**config.mk**
```make
export PLATFORM = sky130hd
export DESIGN_NAME = viterbi_decoder_k3
export DESIGN_NICKNAME = d
export VERILOG_FILES = /design/src/rtl/viterbi_decoder_k3.sv
export SDC_FILE = /design/constraint.sdc
export NUM_CORES = 1
export LEC_CHECK = 0
export ABC_AREA = 1
export CORE_MARGIN = 3
export CORE_UTILIZATION = 31
export DETAILED_ROUTE_END_ITERATION = 8
export GPL_TIMING_DRIVEN = 0
export SLEW_MARGIN = 5
export SYNTH_ARGS = -nofsm -noshare
export SYNTH_HDL_FRONTEND = slang
export SYNTH_SLANG_ARGS = --single-unit
```
**constraint.sdc**
```tcl
create_clock -name CLK -period 14.9 [get_ports CLK]
set_input_delay 1.49 -clock CLK [delete_from_list [all_inputs] [get_ports CLK]]
set_output_delay 1.49 -clock CLK [all_outputs]
set_load 0.02 [all_outputs]
```
**src/rtl/viterbi_decoder_k3.sv**
```systemverilog
// Hard-decision Viterbi decoder for the rate-1/2, K=3 code p0=u^u1, p1=u^u1^u2.
// Four-state add-compare-select with register-exchange survivors and normalized, saturating metrics.
module viterbi_decoder_k3 #(
  parameter int TB_DEPTH = 15,
  parameter int PM_W     = 4
) (
  input  logic       CLK,
  input  logic       RST,
  input  logic       in_valid,
  input  logic [1:0] parities,
  output logic       out_valid,
  output logic       out_bit
);
  localparam int CW    = PM_W + 2;
  localparam int CNT_W = $clog2(TB_DEPTH + 1);
  localparam logic [CW-1:0]    PM_MAX   = CW'((1 << PM_W) - 1);
  localparam logic [CNT_W-1:0] CNT_MAX  = CNT_W'(TB_DEPTH);
  localparam logic [CNT_W-1:0] CNT_LAST = CNT_W'(TB_DEPTH - 1);

  logic [3:0][PM_W-1:0]     pm_q, pm_d;
  logic [3:0][TB_DEPTH-1:0] sv_q, sv_d;
  logic [3:0][CW-1:0]       acs_metric;
  logic [3:0][CW-1:0]       norm_metric;
  logic [CNT_W-1:0]         cnt_q;
  logic                     out_valid_q, out_bit_q;
  logic [CW-1:0]            min_metric;
  logic [1:0]               min_idx;

  // New state gi = {u, a}; its predecessors are {a,0} and {a,1}.
  for (genvar gi = 0; gi < 4; gi++) begin : g_acs
    localparam logic     U    = 1'(gi / 2);
    localparam logic     A    = 1'(gi % 2);
    localparam int       P0   = 2 * (gi % 2);
    localparam int       P1   = P0 + 1;
    localparam logic [1:0] EXP0 = {U ^ A, U ^ A};
    localparam logic [1:0] EXP1 = {~(U ^ A), U ^ A};

    logic [1:0]    diff0, diff1;
    logic [CW-1:0] cand0, cand1;
    logic          take1;

    assign diff0 = parities ^ EXP0;
    assign diff1 = parities ^ EXP1;
    assign cand0 = CW'(pm_q[P0]) + CW'(diff0[0]) + CW'(diff0[1]);
    assign cand1 = CW'(pm_q[P1]) + CW'(diff1[0]) + CW'(diff1[1]);
    // Strict compare so the {a,0} predecessor keeps ties.
    assign take1 = cand1 < cand0;
    assign acs_metric[gi] = take1 ? cand1 : cand0;
    assign sv_d[gi] = {take1 ? sv_q[P1][TB_DEPTH-2:0] : sv_q[P0][TB_DEPTH-2:0], U};
  end

  always_comb begin
    min_metric = acs_metric[0];
    min_idx    = 2'd0;
    for (int i = 1; i < 4; i++) begin
      if (acs_metric[i] < min_metric) begin
        min_metric = acs_metric[i];
        min_idx    = 2'(i);
      end
    end
    for (int i = 0; i < 4; i++) begin
      norm_metric[i] = acs_metric[i] - min_metric;
      pm_d[i] = (norm_metric[i] > PM_MAX) ? PM_MAX[PM_W-1:0] : norm_metric[i][PM_W-1:0];
    end
  end

  always_ff @(posedge CLK) begin
    if (RST) begin
      pm_q        <= {PM_W'(4), PM_W'(4), PM_W'(4), PM_W'(0)};
      sv_q        <= '0;
      cnt_q       <= '0;
      out_valid_q <= 1'b0;
      out_bit_q   <= 1'b0;
    end else begin
      out_valid_q <= 1'b0;
      if (in_valid) begin
        pm_q        <= pm_d;
        sv_q        <= sv_d;
        if (cnt_q != CNT_MAX) cnt_q <= cnt_q + CNT_W'(1);
        out_valid_q <= (cnt_q >= CNT_LAST);
        out_bit_q   <= sv_d[min_idx][TB_DEPTH-1];
      end
    end
  end

  assign out_valid = out_valid_q;
  assign out_bit   = out_bit_q;
endmodule

```
==> impl_metrics.py, run 1 <==
metrics = {
    "synth": {
        "ys_ff_latch": 73,
        "synth_xor_area_share_pct": 3.657,
        "synth_edf_count": 0,
        "ys.warnings.count": 0,
        "netlist_area_mm2": 0.005509,
        "synth-main-ff-cell": "dfxtp_1",
        "synth_compound_area_share_pct": 22.17,
        "synth_simple_gate_area_share_pct": 18.56,
        "async_flop_share_pct": 0,
        "synthCells": 769,
        "synth_nets": 850,
        "yosysSeqAreaShare_pct": 26.53,
        "synth_cell_types": 37,
        "synthMuxAreaShare_pct": 0,
        "synth_fa_ha_area_share_pct": 18.90,
        "syn_area_per_cell_um2": 7.164,
        "synth_top_family_by_area": "compound AO/OA/AOI/OAI gates",
    },
    "grt": {
        "grt_pass1_vias": 4547,
        "grt_pass1_wl_um": 22900,
        "grt_max_degree": 16,
        "grt-ovfl-total": 0,
        "grtUsageTotal_pct": 14.32,
        "antenna_found_initial": 0,
    },
    "finish": {
        "num_antenna_cells": 0,
        "ff_latch_area_mm2": 0.001461,
        "nFillCells": 1837,
        "layout.nets": 865,
        "drive_above_1_share_pct": 6.084,
        "area_delta_synth_final_pct": 11.45,
        "stdcell_count": 1014,
        "multi_input_area_mm2": 0.003486,
    },
    "timing": {
        "slew_viol_final": 0,
        "fmax_ghz": 0.09633,
        "tightest_slew_ns": 0.8373,
        "fin_crit_sh_pct": 69.67,
        "rsz0062_at_grt": "false",
        "setup_viol": 0,
        "skew_ns": 0.008215,
        "period_minus_slack_ns": 10.38,
        "slew_headroom_pct": 43.59,
        "setup_ws_ns": 4.519,
        "setup_tns_ns": 0,
        "holdWs_ns": 0.4547,
        "hold_violations": 0,
    },
    "detailed_routing": {
        "drt-total-wl_um": 13700,
        "drt-initial-drc-count": 299,
        "vias": 4914,
        "wl_per_cell_um": 13.51,
        "drc": 0,
        "dr.pass1.iters": 7,
        "vias_per_cell": 4.846,
        "ant_nets": 0,
    },
    "critical_path": {
        "r2r_end": "pm_q[10]",
        "slowest_stage": "clkdlybuf4s50_1",
        "rrSetupSlack_ns": 6.34,
        "worstSetupEndpointType": "flip-flop",
        "cp_data_arrival_time_ns": 10.59,
        "path_common_cell": "nor2_1",
        "crit_fanout": 10,
        "critPathMaxStageDelay_ns": 0.74,
        "critPathLaunchType": "input port",
        "reg2reg_depth": 43,
        "cp.required_ns": 15.11,
        "crit_type": "in -> reg",
        "worstReg2RegStart": "pm_q[4]",
    },
    "floorplanning": {
        "rows": 48,
        "dieHeight_um": 139.3,
        "num_io_pins": 7,
        "initial_utilization_pct": 31.74,
        "core_area_mm2": 0.01736,
        "chipWidth_um": 139.3,
        "die-area_mm2": 0.01941,
    },
    "placement": {
        "dpl.cell_count": 998,
        "dp_worst_setup_slack_ns": 4.200,
        "portBuffers": 4,
        "place_congestion": 0.8733,
        "hpwl_um": 10870,
    },
    "clock_tree": {
        "cts_resized": 0,
        "clockBufferDepth": 2,
        "cts-hold-fix-buffers": 0,
        "ctsHtreeMaxLevel": 3,
        "clk_latency_ns": 0.35,
        "cts-root-buf": "clkbuf_16",
        "cts_tree": "yes",
        "clkTransAtPathRegs_ns": 0.06,
        "clkSinkCount": 73,
        "cts_setup_buffers": 0,
        "cts_inserted_buffers": 9,
    },
    "hold_path": {
        "holdPathStages": 2,
        "min_from": "sv_q[45]",
        "hp-class": "reg -> reg",
        "holdPathEnd": "sv_q[45]",
    },
    "status": {
        "status": "finished, final reports clean",
    },
    "run": {
        "drv_cap": 0,
    },
}
==> cells by family (layout without fill, tap and decap cells) <==
family | Yosys count | in the layout
compound gates | 228 | 228
xor+xnor | 23 | 23
fa+ha+maj | 76 | 76
buf+inv | 138 | 158
flops | 73 | 73
simple gates | 231 | 231
==> placed cells by master (no fill, tap or decap), types with 2 or more instances in the layout <==
master	n
inv_6	3
nor3_1	2
o21ai_2	3
clkbuf_1	24
o211ai_1	9
nand4_1	5
o21a_1	2
nor2_1	31
dfxtp_1	73
clkbuf_16	9
a21o_1	4
o21bai_1	2
nand3_2	4
buf_6	4
a21oi_1	113
inv_1	101
o21ai_0	84
buf_1	5
clkdlybuf4s50_1	4
nand2_2	9
xnor2_1	8
a31oi_1	7
nand2_1	139
xor2_1	15
nand2_4	4
ha_1	64
nand3_1	33
fa_1	12
==> worst max-delay path by stage <==
stage | from | to | slack, ns
after floorplan | parities[0] | pm_q[12] | 6.80
after global placement | parities[0] | pm_q[10] | 4.22
after detailed placement | parities[0] | pm_q[10] | 4.20
after CTS | parities[0] | pm_q[10] | 4.54
after global routing | parities[0] | pm_q[10] | 3.74
final | parities[0] | pm_q[10] | 4.52
==> cell usage after synthesis, types with 9 or more instances <==
library cell | instances | share of area, %
xor2_1 | 15 | 2.4
o21ai_0 | 84 | 7.6
o211ai_1 | 9 | 1.2
ha_1 | 64 | 15
inv_1 | 101 | 6.9
a21oi_1 | 113 | 10
nand2_1 | 139 | 9.5
nand2_2 | 9 | 1.0
clkbuf_1 | 24 | 1.6
dfxtp_1 | 73 | 27
fa_1 | 12 | 4.4
nor2_1 | 31 | 2.1
nand3_1 | 33 | 3.0
==> registers in the layout, summed over array words and instances (netlist names) <==
name       count
cnt_q          4
pm_q          16
out_valid      1
out_bit        1
sv_q          51
==> critical path, delay by kind of cell <==
kind	cells	cell delay, ns
xor+xnor	1	0.08
compound gates	10	2.74
fa+ha+maj	8	2.42
simple gates	17	2.18
buf+inv	8	1.69
==> metal layers <==
metal | part of all wire [%] | track usage [%]
met2 | 44 | 22.01
met4 | 1.9 | 5.355
met1 | 51 | 20.52
met5 | 0 | 0
met3 | 3.6 | 1.821
==> through the flow <==
step                      cell area, um^2  util (%)
after floorplan                      5509         -
after global placement               5831     33.59
after detailed placement             5831     33.59
after CTS                            6140     35.37
after global routing                 6140     35.37
final                                6140     35.37
==> area by class of cell <==
cell class                      instances  area share (%)
Tap cell                              225           4.585
Multi-Input combinational cell        558           56.78
Sequential cell                        73           23.80
Inverter                              103           6.297
Clock inverter                          7           1.365
Buffer                                 35           2.853
Timing Repair Buffer                    4          0.6521
Clock buffer                            9           3.668
Power of run 1 is left out: the tool's default activity adds up to more than one toggle a clock period on the data nets, which glitch-free logic cannot reach.
==> inputs of run 2 (changes only) <==
==> constraint.sdc (replaced) <==
create_clock -name CLK -period 10.8 [get_ports CLK]
set_input_delay 1.08 -clock CLK [delete_from_list [all_inputs] [get_ports CLK]]
set_output_delay 1.08 -clock CLK [all_outputs]
set_load 0.02 [all_outputs]
==> results of run 2 <==
The final DEF is identical to that of run 1. Status: finished, final reports clean.
Among the figures that moved: setup slack after placement 4.200 ns -> 0.5101 ns; setup slack after layout 4.519 ns -> 0.8287 ns; register-to-register setup slack 6.34 ns -> 2.24 ns
Power of run 2 is left out for the same reason.
==> inputs of run 3 (changes only) <==
--- a/config.mk
+++ b/config.mk
@@ -6,6 +6,7 @@
 export NUM_CORES = 1
 export LEC_CHECK = 0
 export ABC_AREA = 1
+export CAP_MARGIN = 15
 export CORE_MARGIN = 3
 export CORE_UTILIZATION = 31
 export DETAILED_ROUTE_END_ITERATION = 8
==> results of run 3 <==
The final DEF is identical to that of run 1. Status: finished, final reports clean.
Among the figures that moved: setup slack after placement 4.200 ns -> 0.5101 ns; setup slack after layout 4.519 ns -> 0.8287 ns; register-to-register setup slack 6.34 ns -> 2.24 ns
Power of run 3 is left out for the same reason.
